**config.mk**
```make
export PLATFORM = sky130hd
export DESIGN_NAME = systolic_ctrl
export DESIGN_NICKNAME = d
export VERILOG_FILES = /design/src/rtl/systolic_pkg.sv /design/src/rtl/skew_line.sv /design/src/rtl/systolic_ctrl.sv
export SDC_FILE = /design/constraint.sdc
export NUM_CORES = 1
export LEC_CHECK = 0
export BUFFER_PORTS_ARGS = -buffer_cell sky130_fd_sc_hd__buf_2
export CAP_MARGIN = 20
export CORE_AREA = 4 4 405 407
export CTS_CLUSTER_SIZE = 14
export DETAILED_ROUTE_END_ITERATION = 16
export DIE_AREA = 0 0 409 411
export GPL_ROUTABILITY_DRIVEN = 0
export MAX_ROUTING_LAYER = met4
export PLACE_DENSITY = 0.35
export SLEW_MARGIN = 20
export SYNTH_ARGS = -nofsm -noshare
export SYNTH_HDL_FRONTEND = slang
export SYNTH_SLANG_ARGS = --single-unit
```
**constraint.sdc**
```tcl
create_clock -name clk -period 3.3 [get_ports clk]
set_clock_uncertainty 0.15 [all_clocks]
set_input_delay 0.99 -clock clk [delete_from_list [all_inputs] [get_ports clk]]
set_output_delay 0.99 -clock clk [all_outputs]
set_load 0.005 [all_outputs]
```
**src/rtl/systolic_pkg.sv**
```systemverilog
// rtl/systolic_pkg.sv - shared constants and state encoding for the systolic array controller
package systolic_pkg;

  localparam int DIM          = 5;
  localparam int FLUSH_CYCLES = 9;
  localparam int SHIFT_CYCLES = 4;
  localparam int MODE_W       = DIM * DIM;

  // Controller state encoding, kept as plain constants for legacy tools.
  typedef logic [2:0] state_t;
  localparam state_t ST_IDLE  = 3'd0;
  localparam state_t ST_CLEAR = 3'd1;
  localparam state_t ST_FEED  = 3'd2;
  localparam state_t ST_FLUSH = 3'd3;
  localparam state_t ST_READ  = 3'd4;
  localparam state_t ST_SHIFT = 3'd5;
  localparam state_t ST_DONE  = 3'd6;

endpackage

```
**src/rtl/skew_line.sv**
```systemverilog
// rtl/skew_line.sv - zero-reset N-bit delay line of DEPTH registered stages
//
// Ports:
//   clk     clock
//   clr_n   asynchronous active-low reset, clears every stage to zero
//   en_i    shift enable
//   din_i   value entering stage 0
//   dout_o  value leaving the last stage (DEPTH cycles after entry)
module skew_line #(
  parameter int DEPTH = 1,
  parameter int N     = 32
) (
  input  logic         clk,
  input  logic         clr_n,
  input  logic         en_i,
  input  logic [N-1:0] din_i,
  output logic [N-1:0] dout_o
);

  logic [N-1:0] stage_q [DEPTH];

  always_ff @(posedge clk or negedge clr_n) begin
    if (!clr_n) begin
      for (int i = 0; i < DEPTH; i++) stage_q[i] <= '0;
    end else if (en_i) begin
      stage_q[0] <= din_i;
      for (int i = 1; i < DEPTH; i++) stage_q[i] <= stage_q[i-1];
    end
  end

  assign dout_o = stage_q[DEPTH-1];

endmodule

```
**src/rtl/systolic_ctrl.sv**
```systemverilog
// rtl/systolic_ctrl.sv - job sequencer for the 5x5 output-stationary systolic array
//
// Ports:
//   clk, clr_n                 clock, asynchronous active-low reset
//   start, k_len, busy         job start (IDLE only), job length K, job in progress
//   in_valid, in_ready         operand pair handshake (FEED only)
//   a_vec, b_vec               A column k / B row k, slice i = element i
//   arr_a, arr_b               skewed operands to array A0..A4 / B0..B4
//   arr_clr/read/write         array mode vectors, bit 5*row+col
//   arr_bout                   array B0_out..B4_out
//   res_valid, res_row,        result row strobe, its row index (4..0),
//   res_vec, done              result data (arr_bout), pulse with last row
module systolic_ctrl
  import systolic_pkg::*;
#(
  parameter int N  = 32,
  parameter int KW = 8
) (
  input  logic              clk,
  input  logic              clr_n,
  input  logic              start,
  input  logic [KW-1:0]     k_len,
  output logic              busy,
  input  logic              in_valid,
  output logic              in_ready,
  input  logic [DIM*N-1:0]  a_vec,
  input  logic [DIM*N-1:0]  b_vec,
  output logic [DIM*N-1:0]  arr_a,
  output logic [DIM*N-1:0]  arr_b,
  output logic [MODE_W-1:0] arr_clr,
  output logic [MODE_W-1:0] arr_read,
  output logic [MODE_W-1:0] arr_write,
  input  logic [DIM*N-1:0]  arr_bout,
  output logic              res_valid,
  output logic [2:0]        res_row,
  output logic [DIM*N-1:0]  res_vec,
  output logic              done
);

  state_t        state_q, state_d;
  logic [KW-1:0] k_q, k_d;
  logic [3:0]    phase_q, phase_d;
  logic          hs;
  logic [DIM*N-1:0] a_push, b_push;

  assign hs = (state_q == ST_FEED) && in_valid;

  // Phase counter restarts at 0 on every state change; only FLUSH and
  // SHIFT advance it.
  always_comb begin
    state_d = state_q;
    k_d     = k_q;
    phase_d = '0;
    case (state_q)
      ST_IDLE: begin
        if (start) begin
          k_d     = k_len;
          state_d = ST_CLEAR;
        end
      end
      ST_CLEAR: state_d = (k_q == '0) ? ST_READ : ST_FEED;
      ST_FEED: begin
        if (hs) begin
          k_d = k_q - 1'b1;
          if (k_q == KW'(1)) state_d = ST_FLUSH;
        end
      end
      ST_FLUSH: begin
        if (phase_q == 4'(FLUSH_CYCLES - 1)) state_d = ST_READ;
        else                                 phase_d = phase_q + 4'd1;
      end
      ST_READ: state_d = ST_SHIFT;
      ST_SHIFT: begin
        if (phase_q == 4'(SHIFT_CYCLES - 1)) state_d = ST_DONE;
        else                                 phase_d = phase_q + 4'd1;
      end
      ST_DONE: state_d = ST_IDLE;
      default: state_d = ST_IDLE;
    endcase
  end

  always_ff @(posedge clk or negedge clr_n) begin
    if (!clr_n) begin
      state_q <= ST_IDLE;
      k_q     <= '0;
      phase_q <= '0;
    end else begin
      state_q <= state_d;
      k_q     <= k_d;
      phase_q <= phase_d;
    end
  end

  // Outside a handshake the skew lines are fed zeros, which the array
  // accumulates as a harmless zero k-step.
  assign a_push = hs ? a_vec : '0;
  assign b_push = hs ? b_vec : '0;

  // Row/column g sees its operand g+1 cycles after the handshake, so the
  // A and B wavefronts meet at PE(r,c) on the same cycle.
  for (genvar g = 0; g < DIM; g++) begin : g_skew
    skew_line #(.DEPTH(g + 1), .N(N)) u_skew_a (
      .clk    (clk),
      .clr_n  (clr_n),
      .en_i   (1'b1),
      .din_i  (a_push[g*N +: N]),
      .dout_o (arr_a[g*N +: N])
    );
    skew_line #(.DEPTH(g + 1), .N(N)) u_skew_b (
      .clk    (clk),
      .clr_n  (clr_n),
      .en_i   (1'b1),
      .din_i  (b_push[g*N +: N]),
      .dout_o (arr_b[g*N +: N])
    );
  end

  assign arr_clr   = {MODE_W{state_q == ST_CLEAR}};
  assign arr_read  = {MODE_W{state_q == ST_READ}};
  assign arr_write = {MODE_W{state_q == ST_SHIFT}};

  assign busy      = (state_q != ST_IDLE);
  assign in_ready  = (state_q == ST_FEED);
  assign done      = (state_q == ST_DONE);

  // Bottom row appears right after READ; each SHIFT brings the next row up.
  assign res_valid = (state_q == ST_SHIFT) || (state_q == ST_DONE);
  assign res_row   = (state_q == ST_SHIFT) ? (3'(DIM - 1) - phase_q[2:0]) : 3'd0;
  assign res_vec   = arr_bout;

endmodule

```
After elaboration in Yosys (flattened, before gate mapping)
Index checks and enable logic that the tools add are counted.
{ "totals": {"mem_count": 0, "wordCells": 74, "reg_bits": 975, "mem_bits_ro": 0, "mem_bits_rw": 0, "output_inout_bits": 562, "latch_bits": 0} }
{ "classes": {"reduce_logical": 8, "add_sub_neg": 3, "eq_ne": 14, "bitwise_logic": 0, "mul": 0, "shift": 0, "magnitude_cmp": 0, "div": 0, "muxes": 16} }
{ "op_table": {"columns": ["cell", "count"], "rows": [
  ["$mux 160", 2],
  ["$mux 3", 7],
  ["$pmux 3 s6", 1],
  ["$mux 8", 2],
  ["$pmux 8 s2", 1],
  ["$eq 3x3->1 const B", 3],
  ["$eq 8x1->1 const B", 1],
  ["$logic_not 8->1", 1],
  ["$mux 4", 2],
  ["$pmux 4 s2", 1],
  ["$sub 8x1->8 const B", 1],
  ["$eq 3x2->1 const B", 2],
  ["$ne 2x1->1 const B", 3],
  ["$reduce_and 5->1", 1],
  ["$add 4x1->4 const B", 1],
  ["$eq 4x2->1 const B", 1],
  ["$eq 4x4->1 const B", 1],
  ["$ne 2x2->1 const B", 2],
  ["$eq 3x1->1 const B", 1],
  ["$logic_not 3->1", 1],
  ["$reduce_and 3->1", 1],
  ["$reduce_bool 3->1", 1],
  ["$sub 3x3->3 const A", 1],
  ["$reduce_bool 2->1", 1],
  ["2 further kinds", 2]
]} }

Logic depth before layout (Yosys ltp)
Gate-level depths: netlist of the first run.
{ "logic_depth": {"depth_word": 4, "mapped_depth": 6} }

Cells and area by module
From an unflattened synthesis of the first run, not the netlist that was laid out.
{ "hier_totals": {"cells_unflattened": 3018, "area_unflattened_um2": 44868.0} }
{ "modules_own_cells": {"columns": ["mod", "cells_each", "area_each_um2", "instances"], "rows": [
  ["skew_line (g_skew[4].u_skew_a ...)", 370, 6586.3, 2],
  ["skew_line (g_skew[3].u_skew_a ...)", 302, 5062.4, 2],
  ["skew_line (g_skew[2].u_skew_a ...)", 235, 4005.1, 2],
  ["skew_line (g_skew[1].u_skew_a ...)", 167, 2919.0, 2],
  ["systolic_ctrl", 734, 5032.3, 1],
  ["skew_line (g_skew[0].u_skew_a ...)", 68, 1345.0, 2]
]} }

Worst setup path before layout of the first run
No wires, ideal clock.
{ "synth_timing": {"path_kind": "reg-to-output", "startpoint": "reg state_q[1]", "endpoint": "out arr_clr[10]", "slack_ps": -116, "arrival_ps": 2276, "path_stages_with_launch": 4, "path_buffers": 2, "path_cell_list": "dfrtp_1 -> clkbuf_1 -> nor3_1 -> buf_4"} }
{ "synth_via": {"elab_chain_len": 1} }
{ "synth_rtl": {"columns": ["element", "line_no", "text"], "rows": [
  ["start: declaration", "systolic_ctrl.sv:40", "state_t state_q, state_d;"],
  ["start signal: assignment", "systolic_ctrl.sv:88", "state_q <= state_d;"],
  ["$eq 3x1->1", "systolic_ctrl.sv:118", "assign arr_clr = {MODE_W{state_q == ST_CLEAR}};"],
  ["end: declaration", "systolic_ctrl.sv:30", "output logic [MODE_W-1:0] arr_clr,"]
]} }
Every way passes these cells.

Worst setup path in the final report of the first run
{ "layout_timing": {"startpoint": "reg state_q[2]", "endpoint": "out res_valid"} }
{ "layout_via": {"elab_chain_len": 2, "elab_cells_between_ends": 3, "cone_classes": "eq/ne: 2; reduce/logical: 1"} }
{ "layout_rtl": {"columns": ["element", "line_no", "text"], "rows": [
  ["$eq 3x3->1", "systolic_ctrl.sv:127", "assign res_valid = (state_q == ST_SHIFT) || (state_q == ST_DONE);"],
  ["$logic_or 1x1->1 (*)", "systolic_ctrl.sv:127", null],
  ["end: declaration", "systolic_ctrl.sv:34", "output logic res_valid,"]
]} }
Every way passes the cells marked *; elsewhere a longest branch is shown, timed or not.

==> metrics, run 1 <==
placed cell count 4,328; Async SR Flop Fraction 100%; startpoint type of the worst setup path flop; maxcap violations 0; Post-Synthesis Cells 1,951; unrepaired setup endpoints after global routing false; sequential fraction of the synthesis area 78.8%; DIE AREA 168,000 sq um; routed via count 15,100; critical path data arrival time 1.99 ns; Pleak 21.0 nW; GRT overflow 0; PortBufs 733; Tot Pwr 29.3 mW; worst stage delay on the critical path 0.46 ns; clock-pin slew on the worst setup and hold paths 0.06 ns; Syn Area/Cell 15.9 sq um; number of flops mapped to enable cells by yosys 0; # IOs 1,054; Detail Placement HPWL 67,400 microns; die height 411 microns; Slew @ Worst Pin 0.928 ns; row cnt 147; Layout area overhead 21.3%; Worst path slowest cell dfrtp_2; synth warn 0; min Tclk post-route 3.13 ns; clk buf depth 3; status finished clean; CTS tree done; Core ar. 160,000 sq um; antenna violations before repair 25; Cell Count, Final, Fillers Out 4,548; CP Cell Sequence nor2b_2, nand2_1, inv_1, or2_2, buf_2; Routed Wire Length 91,600 microns; DR vias/cell 3.33; min-delay worst type primary input to asynchronous set/reset pin; Die X 409 microns; root buffer cell clkbuf_16; fmax 0.320 GHz; H-tree lvl count 3; layout cells sized above 1 40.4%; CP Class flop to primary output; Sink Count 975; Post-Syn Nets 2,447; Fin. Hold Viols 0; Routed WL per cell 20.1 microns; period utilisation layout 94.8%; PwrDens 780 nW/um^2; Setup violations, final 0; Worst VDD drop 0.491 mV; Nets 2,775; first drt pass iteration count 4; aggregate global-route resource usage 11.0%; Clock Latency Late Sink 0.71 ns; Synth Flop Type dfrtp_1; number of global-route vias before repair 17,000; Post-Syn Area 31,000 sq um; Initial Util 19.3%; pin count of the biggest net entering global routing 167; count of pins over their slew limit 0; DR DRC count 0; crit end category primary output; first-pass GRT wire length 129,000 microns; Req. time, crit path 2.16 ns; Unique masters post-synth 40; Detail Route Antenna Nets 0; Slew Limit Headroom 38.2%; crit-path max FO 9; TritonCTS buffer count 106; initial DRC count 786; register bit total from synthesis 975
==> flip-flops by register name, summed over array words and instances, names as in the netlist <==
name                     count
g_skew.u_skew_a.dout_o     160
g_skew.u_skew_a.stage_q    320
g_skew.u_skew_b.dout_o     160
g_skew.u_skew_b.stage_q    320
k_q                          8
phase_q                      4
state_q                      3
==> placed cells by master, fill, tap and decap left out, types with 2 or more instances in the layout <==
master	count
diode_2	17
o211ai_1	2
buf_12	13
bufinv_16	5
and3_1	323
clkbuf_16	106
nor3b_1	2
and2_1	2
o22a_1	5
dfrtp_1	972
a21oi_1	4
buf_4	36
nor4_1	3
clkinv_2	12
xnor2_1	2
nor2b_1	3
a21o_1	2
or3_1	3
nor2_1	14
o21ba_2	2
o21ai_0	5
dfrtp_2	3
inv_6	5
clkinv_16	5
nand2_1	6
a31oi_1	4
buf_8	2
clkbuf_1	36
inv_8	2
buf_2	731
ha_1	4
clkinvlp_4	5
nor3_2	2
inv_1	8
clkbuf_8	24
==> worst paths after layout <==
| path | endpoint | start | slack, ns | cells past startpoint |
|---|---|---|---|---|
| worst min register to register | g_skew[2].u_skew_b.stage_q[50]$_DFF_PN0_ | g_skew[2].u_skew_b.stage_q[82]$_DFF_PN0_ | 0.16 | 0 |
| max in group asynchronous | g_skew[3].u_skew_a.dout_o[8]$_DFF_PN0_ | clr_n | 1.82 | 2 |
| worst max register to register | g_skew[0].u_skew_b.dout_o[19]$_DFF_PN0_ | state_q[0]$_DFFE_PN0P_ | 1.04 | 4 |
| min in group clk | g_skew[2].u_skew_b.stage_q[50]$_DFF_PN0_ | g_skew[2].u_skew_b.stage_q[82]$_DFF_PN0_ | 0.16 | 0 |
| worst max-delay path | res_valid | state_q[2]$_DFFE_PN0P_ | 0.17 | 5 |
| worst min-delay path | g_skew[3].u_skew_b.stage_q[127]$_DFF_PN0_ | clr_n | 0.11 | 1 |
==> worst max-delay path, delay by kind of cell (launching register included) <==
kind	cells	cell delay, ns
buffers and inverters	2	0.22
flip-flops	1	0.46
AND/OR/NAND/NOR	3	0.62
==> repair_timing <==
| action | in CTS | in global routing |
|---|---|---|
| cloned | 0 | 0 |
| endpoints found under the setup margin | 52 | 51 |
| hold buffers | 0 | 0 |
| pin swaps | 1 | 0 |
| buffers inserted | 3 | 0 |
| resized for setup | 4 | 2 |
==> report_power, final <==
group,internal [mW],switching (mW),leakage [nW]
Combinational,1.31,2.02,5.90
Clock,6.93,4.94,1.73
Sequential,13.6,0.523,13.4
Total,21.8,7.48,21.0
==> cells in the mapped netlist (3+ instances only) <==
cell,n,area (sq um)
nor4_1,3,18.8
clkbuf_1,37,139
buf_2,6,30.0
and3_1,323,2020
nor2_1,14,52.6
o22a_1,5,43.8
clkbuf_2,31,155
a21oi_1,4,20.0
inv_1,8,30.0
buf_4,488,3660
a31oi_1,4,25.0
or3_1,3,18.8
nand2_1,6,22.5
dfrtp_1,975,24400
ha_1,4,50.1
o21ai_0,5,25.0
nor3_1,3,15.0
nor2b_1,4,25.0
==> per-layer routing <==
| metal | track usage, % | share of wire [%] | wire (microns) |
|---|---|---|---|
| met4 | 3.19 | 2.8 | 2590 |
| met3 | 9.48 | 19 | 17200 |
| met2 | 14.7 | 41 | 37600 |
| met1 | 11.9 | 37 | 34200 |
| met5 | - | 0 | 0 |
==> cells by family (layout without fill, tap and decap cells) <==
kind of cell / Yosys count / in the layout / share of synthesized area [%]
AO/OA/AOI/OAI: 30 / 30 / 0.687
XOR/XNOR: 3 / 3 / 0.0848
adder cells (fa/ha/maj): 4 / 4 / 0.162
buffers and inverters: 572 / 992 / 13.0
flip-flops: 975 / 975 / 78.8
other: 0 / 17 / 0
AND/OR/NAND/NOR: 367 / 367 / 7.29
==> metrics by stage <==
stage | area (sq um) | setup TNS [ns] | util (%) | hold WS, ns | worst slack (ns)
after global placement | 33900 | 0 | 21.2 | 0.181 | 0.665
after detailed placement | 33900 | 0 | 21.2 | 0.185 | 0.648
after floorplan | 31000 | -5.54 | - | 0.181 | -0.116
final | 37600 | 0 | 23.4 | 0.114 | 0.170
after CTS | 37500 | 0 | 23.4 | 0.0546 | 0.0145
after global routing | 37500 | 0 | 23.4 | 0.0783 | 0.00173
==> final cells by class <==
cell class	instances	area [sq um]
diodes	17	42.5
clock buffers	165	3100
clock inverters	35	478
fillers	16800	123000
inverters	9	41.3
multi-input cells	404	2560
flip-flops and latches	975	24400
well taps	2160	2700
repair buffers	783	4230
No activity file was read; power rests on OpenSTA's default activity.
==> inputs of run 2 (changes only) <==
--- a/config.mk
+++ b/config.mk
@@ -5,15 +5,16 @@
 export SDC_FILE = /design/constraint.sdc
 export NUM_CORES = 1
 export LEC_CHECK = 0
+export ABC_AREA = 1
 export BUFFER_PORTS_ARGS = -buffer_cell sky130_fd_sc_hd__buf_2
 export CAP_MARGIN = 20
-export CORE_AREA = 4 4 405 407
+export CORE_AREA = 4 4 412 414
 export CTS_CLUSTER_SIZE = 14
 export DETAILED_ROUTE_END_ITERATION = 16
-export DIE_AREA = 0 0 409 411
+export DIE_AREA = 0 0 416 418
 export GPL_ROUTABILITY_DRIVEN = 0
 export MAX_ROUTING_LAYER = met4
-export PLACE_DENSITY = 0.35
+export PLACE_DENSITY = 0.36
 export SLEW_MARGIN = 20
 export SYNTH_ARGS = -nofsm -noshare
 export SYNTH_HDL_FRONTEND = slang
==> metrics, run 2 <==
Detail Placement HPWL 59,300 microns; Setup violations, final 0; Sink Count 975; most frequent cells in the layout dfrtp_1, buf_2, inv_1; count of pins over their slew limit 0; hold endpoint g_skew[3].u_skew_b.stage_q[77]$_DFF_PN0_; clk buf depth 3; reg-to-reg slack, setup 1.11 ns; min Tclk post-route 3.13 ns; commonest non-fill, non-tap cell in the layout dfrtp_1; Sum Neg Setup Slack 0 ns; crit-path max FO 3; register bit total from synthesis 975; Hold Crit Depth 0; Async SR Flop Fraction 100%; Sw Pwr 7.61 mW; aggregate global-route resource usage 9.36%; row cnt 150; met3 wire length 5380 microns; number of flops mapped to enable cells by yosys 0; TritonCTS buffer count 110; root buffer cell clkbuf_16; PwrDens 724 nW/um^2; Die X 416 microns; XOR/XNOR Fraction of Synth Area 0.0772%; status finished clean; Switching Share 26.0%; Synth area leaders dfrtp_1, buf_4, nor2_4; Place WS 0.629 ns; Critical R2R Launch state_q[1]$_DFFE_PN0P_; Clock Latency Late Sink 0.71 ns; worst setup margin 0.175 ns; cell with the most instances after synthesis dfrtp_1; CTS tree done; DR DRC count 0; worst hold margin 0.180 ns; number of global-route vias before repair 16,900; Pleak 21.8 nW; layout cells sized above 1 45.9%; initial DRC count 722; largest registers g_skew.u_skew_a.stage_q x320, g_skew.u_skew_b.stage_q x320; Unique masters post-synth 21; H-tree lvl count 3; post-synthesis mux area share 0%; R2R Path End g_skew[0].u_skew_b.dout_o[16]$_DFF_PN0_; Worst VDD drop 0.415 mV; routed via count 15,500; first drt pass iteration count 4; CP Class flop to primary output; unrepaired setup endpoints after global routing false; die height 418 microns; Synth top area share 71.6%; Synth Flop Type dfrtp_1; Initial Util 20.5%; DIE AREA 174,000 sq um; power share of the clock group 40.6%; Core ar. 166,000 sq um; metal2 WL 44,900 microns; DRT met1 WL 26,700 microns; Comb pwr share 12.4%; Detail Route Antenna Nets 0; startpoint type of the worst setup path flop; P_int 21.7 mW; Post-Synthesis Cells 2,280; first-pass GRT wire length 115,000 microns; Synth Area in Adders 0.147%; DR vias/cell 3.13; Post-Syn Area 34,100 sq um; critical path data arrival time 1.99 ns; largest family of logic cells by synthesized area buffers and inverters; Post-Syn Nets 2,776; crit end category primary output; min-delay worst type flop to flop; Slew Limit Headroom 55.3%; Reg power frac 47.0%; Nets 3,157; Routed WL per cell 16.1 microns; Req. time, crit path 2.16 ns; Synth area leader dfrtp_1; PortBufs 733; most instantiated cells after synthesis dfrtp_1, buf_4, inv_1; # IOs 1,054; R2R cell count 6; fmax 0.320 GHz; sequential fraction of the synthesis area 71.6%; period utilisation layout 94.7%; max layer used met4; Fin. Hold Viols 0; antenna violations before repair 37; compound-cell area share of the yosys netlist 0.279%; Routed Wire Length 79,600 microns; Syn Area/Cell 14.9 sq um; Slew @ Worst Pin 0.670 ns; synth warn 0; clock-pin slew on the worst setup and hold paths 0.06 ns; GRT overflow 0; Hold Path Origin g_skew[3].u_skew_b.stage_q[109]$_DFF_PN0_; maxcap violations 0; pin count of the biggest net entering global routing 98; Layout area overhead 18.8%; simple-gate share of the synthesized area 11.3%
run 2: worst max path at each step:
stage	start	end	cells past startpoint
after global routing	phase_q[0]$_DFF_PN0_	res_row[2]	5
after CTS	state_q[1]$_DFFE_PN0P_	res_row[2]	6
after detailed placement	state_q[1]$_DFFE_PN0P_	res_row[2]	6
after floorplan	state_q[1]$_DFFE_PN0P_	res_row[2]	6
after global placement	phase_q[0]$_DFF_PN0_	res_row[2]	5
final	phase_q[0]$_DFF_PN0_	res_row[2]	5
run 2: cell type report:
| cell class | instances | area (sq um) |
|---|---|---|
| well taps | 2204 | 2760 |
| repair buffers | 794 | 4430 |
| fillers | 17600 | 126000 |
| multi-input cells | 440 | 4050 |
| inverters | 340 | 1280 |
| diodes | 7 | 17.5 |
| clock buffers | 166 | 3130 |
| flip-flops and latches | 975 | 24400 |
| clock inverters | 30 | 399 |
run 2: cells by family (layout without fill, tap and decap cells):
family / count (synthesis) / after routing
AO/OA/AOI/OAI: 19 / 19
XOR/XNOR: 3 / 3
adder cells (fa/ha/maj): 4 / 4
buffers and inverters: 865 / 1330
flip-flops: 975 / 975
other: 0 / 7
AND/OR/NAND/NOR: 414 / 414
run 2: what timing repair did:
action,in CTS,in global routing
setup buffers,1,2
pin swaps,1,1
cloned,0,0
gates resized for setup,3,0
endpoints found under the hold margin,18,0
setup endpoints to repair,2,27
hold buffers,1,0
run 2: worst max-delay path, cell delays in order, from the launching register on:
cell and delay (ns):
dfrtp_1 0.35, inv_1 0.07, ha_1 0.21, or2_2 0.32, a21oi_4 0.18, buf_2 0.14
run 2: layer usage:
| metal | vias up | GRT usage, % |
|---|---|---|
| li1 | 6919 | - |
| met1 | 7828 | 9.21 |
| met2 | 563 | 17.2 |
| met3 | 222 | 2.96 |
| met4 | 0 | 3.55 |
| met5 | - | - |
run 2: through the flow:
stage / total power [mW] / std cells / util, % / area [sq um]
after floorplan: 17.0 / 2280 / - / 34100
after global placement: 17.8 / 4749 / 22.2 / 36900
after detailed placement: 17.8 / 4749 / 22.2 / 36900
after CTS: 30.1 / 4947 / 24.3 / 40400
after global routing: 30.9 / 4952 / 24.3 / 40500
final: 29.3 / 4956 / 24.3 / 40500
run 2: power by group through the flow:
stage	registers [mW]	clock network, mW	logic (mW)
finish	13.8	11.9	3.63
global route	13.9	12.9	4.03
CTS	13.8	12.5	3.78
detailed placement	14.0	0	3.75
global placement	14.0	0	3.75
floorplan	13.9	0	3.09
==> inputs of run 3 (changes only) <==
--- a/config.mk
+++ b/config.mk
@@ -8,13 +8,13 @@
 export ABC_AREA = 1
 export BUFFER_PORTS_ARGS = -buffer_cell sky130_fd_sc_hd__buf_2
 export CAP_MARGIN = 20
-export CORE_AREA = 4 4 412 414
+export CORE_AREA = 4 4 405 407
 export CTS_CLUSTER_SIZE = 14
 export DETAILED_ROUTE_END_ITERATION = 16
-export DIE_AREA = 0 0 416 418
+export DIE_AREA = 0 0 409 411
 export GPL_ROUTABILITY_DRIVEN = 0
 export MAX_ROUTING_LAYER = met4
-export PLACE_DENSITY = 0.36
+export PLACE_DENSITY = 0.37
 export SLEW_MARGIN = 20
 export SYNTH_ARGS = -nofsm -noshare
 export SYNTH_HDL_FRONTEND = slang
==> metrics, run 3 (synthesized netlist as in run 2, its figures left out) <==
number of global-route vias before repair 16,900; Place WS 0.798 ns; Fin. Hold Viols 0; Sum Neg Setup Slack 0 ns; die height 411 microns; DIE AREA 168,000 sq um; Layout area overhead 19.1%; critical path data arrival time 1.93 ns; row cnt 147; R2R Path End g_skew[2].u_skew_a.stage_q[95]$_DFF_PN0_; routed via count 15,300; aggregate global-route resource usage 9.36%; Routed Wire Length 76,700 microns; unrepaired setup endpoints after global routing false; fmax 0.325 GHz; min-delay worst type primary input to asynchronous set/reset pin; Initial Util 21.3%; PortBufs 733; Die X 409 microns; Nets 3,150; largest registers g_skew.u_skew_a.stage_q x320, g_skew.u_skew_b.stage_q x320; commonest non-fill, non-tap cell in the layout dfrtp_1; status finished clean; Detail Route Antenna Nets 0; root buffer cell clkbuf_16; first-pass GRT wire length 113,000 microns; DR DRC count 0; clock-pin slew on the worst setup and hold paths 0.06 ns; worst setup margin 0.225 ns; startpoint type of the worst setup path flop; pin count of the biggest net entering global routing 109; clk buf depth 3; crit end category primary output; reg-to-reg slack, setup 1.17 ns; min Tclk post-route 3.07 ns; count of pins over their slew limit 0; post-CTS setup buffers 0; initial DRC count 946; Clock Latency Late Sink 0.69 ns; Setup violations, final 0; TritonCTS buffer count 108; Slew @ Worst Pin 0.653 ns; CTS tree done; GRT overflow 0; Sink Count 975; Detail Placement HPWL 55,700 microns; most frequent cells in the layout dfrtp_1, buf_2, inv_1; period utilisation layout 93.2%; maxcap violations 0; R2R cell count 7; Req. time, crit path 2.16 ns; Slew Limit Headroom 56.4%; Routed WL per cell 15.6 microns; placed cell area 36,800 sq um; layout cells sized above 1 46.4%; Worst VDD drop 0.401 mV; Pleak 21.9 nW; post-route cell area 40,500 sq um; Core ar. 160,000 sq um; Critical R2R Launch state_q[0]$_DFFE_PN0P_; worst hold margin 0.0514 ns; antenna violations before repair 24; CP Class flop to primary output; crit-path max FO 4; H-tree lvl count 3; PwrDens 735 nW/um^2; # IOs 1,054; worst setup path start phase_q[0]$_DFF_PN0_; DR vias/cell 3.12; first drt pass iteration count 4
[run 3: cell types whose count changed in the layout (fill, tap and decap cells not counted), moves of 2 or more]
| cell | change |
|---|---|
| clkbuf_1 | -18 |
| buf_4 | -2 |
| clkinv_16 | +2 |
| diode_2 | +6 |
| buf_12 | -3 |
| clkinvlp_4 | +3 |
| bufinv_16 | +5 |
| clkbuf_16 | -3 |
| clkbuf_8 | +8 |
[run 3: per-layer routing]
metal / up-vias / global-route usage, % / part of all wire [%]
met1: 7633 / 10.5 / 38
met3: 184 / 4.22 / 10
met2: 611 / 14.6 / 48
met5: - / - / 0
li1: 6902 / - / -
met4: 0 / 3.59 / 3.5
[run 3: worst max-delay path by stage]
stage,to,slack [ns],cells after the start
5_1_grt,arr_clr[4],0.04,5
4_1_cts,arr_write[14],0.05,5
3_5_place_dp,g_skew[2].u_skew_a.stage_q[72]$_DFF_PN0_,0.80,5
6_report,res_row[2],0.23,5
2_1_floorplan,res_row[2],0.18,6
3_3_place_gp,g_skew[2].u_skew_a.stage_q[85]$_DFF_PN0_,0.80,5
[run 3: power by group]
part           internal, mW  switching, mW  leakage [nW]  total, mW
Clock                  7.43           4.99          1.81       12.4
Sequential             13.4          0.459          13.4       13.8
Combinational          1.28           2.26          6.66       3.54
Total                  22.1           7.71          21.9       29.8
[run 3: critical path, stage by stage (launching register included)]
cell and delay [ns]:
dfrtp_1 0.39, inv_1 0.08, ha_1 0.22, or2_2 0.30, a21oi_1 0.13, buf_2 0.13
[run 3: repair_timing]
action / CTS / global route
setup endpoints to repair: 0 / 53
resized for setup: 0 / 3
hold buffers: 0 / 0
[run 3: area by class of cell]
cell class	count	area, sq um
Antenna cell	13	32.5
Clock buffer	153	3100
Clock inverter	39	631
Fill cell	16700	120000
Inverter	340	1280
Multi-Input combinational cell	440	4050
Sequential cell	975	24400
Tap cell	2160	2700
Timing Repair Buffer	789	4350
[run 3: per-stage QoR]
stage	utilization, %	instances	total power, mW
finish	25.3	4909	29.8
global placement	23.0	4704	17.7
detailed placement	23.0	4704	17.8
floorplan	-	2280	17.0
global route	25.3	4909	31.4
CTS	25.3	4896	30.6
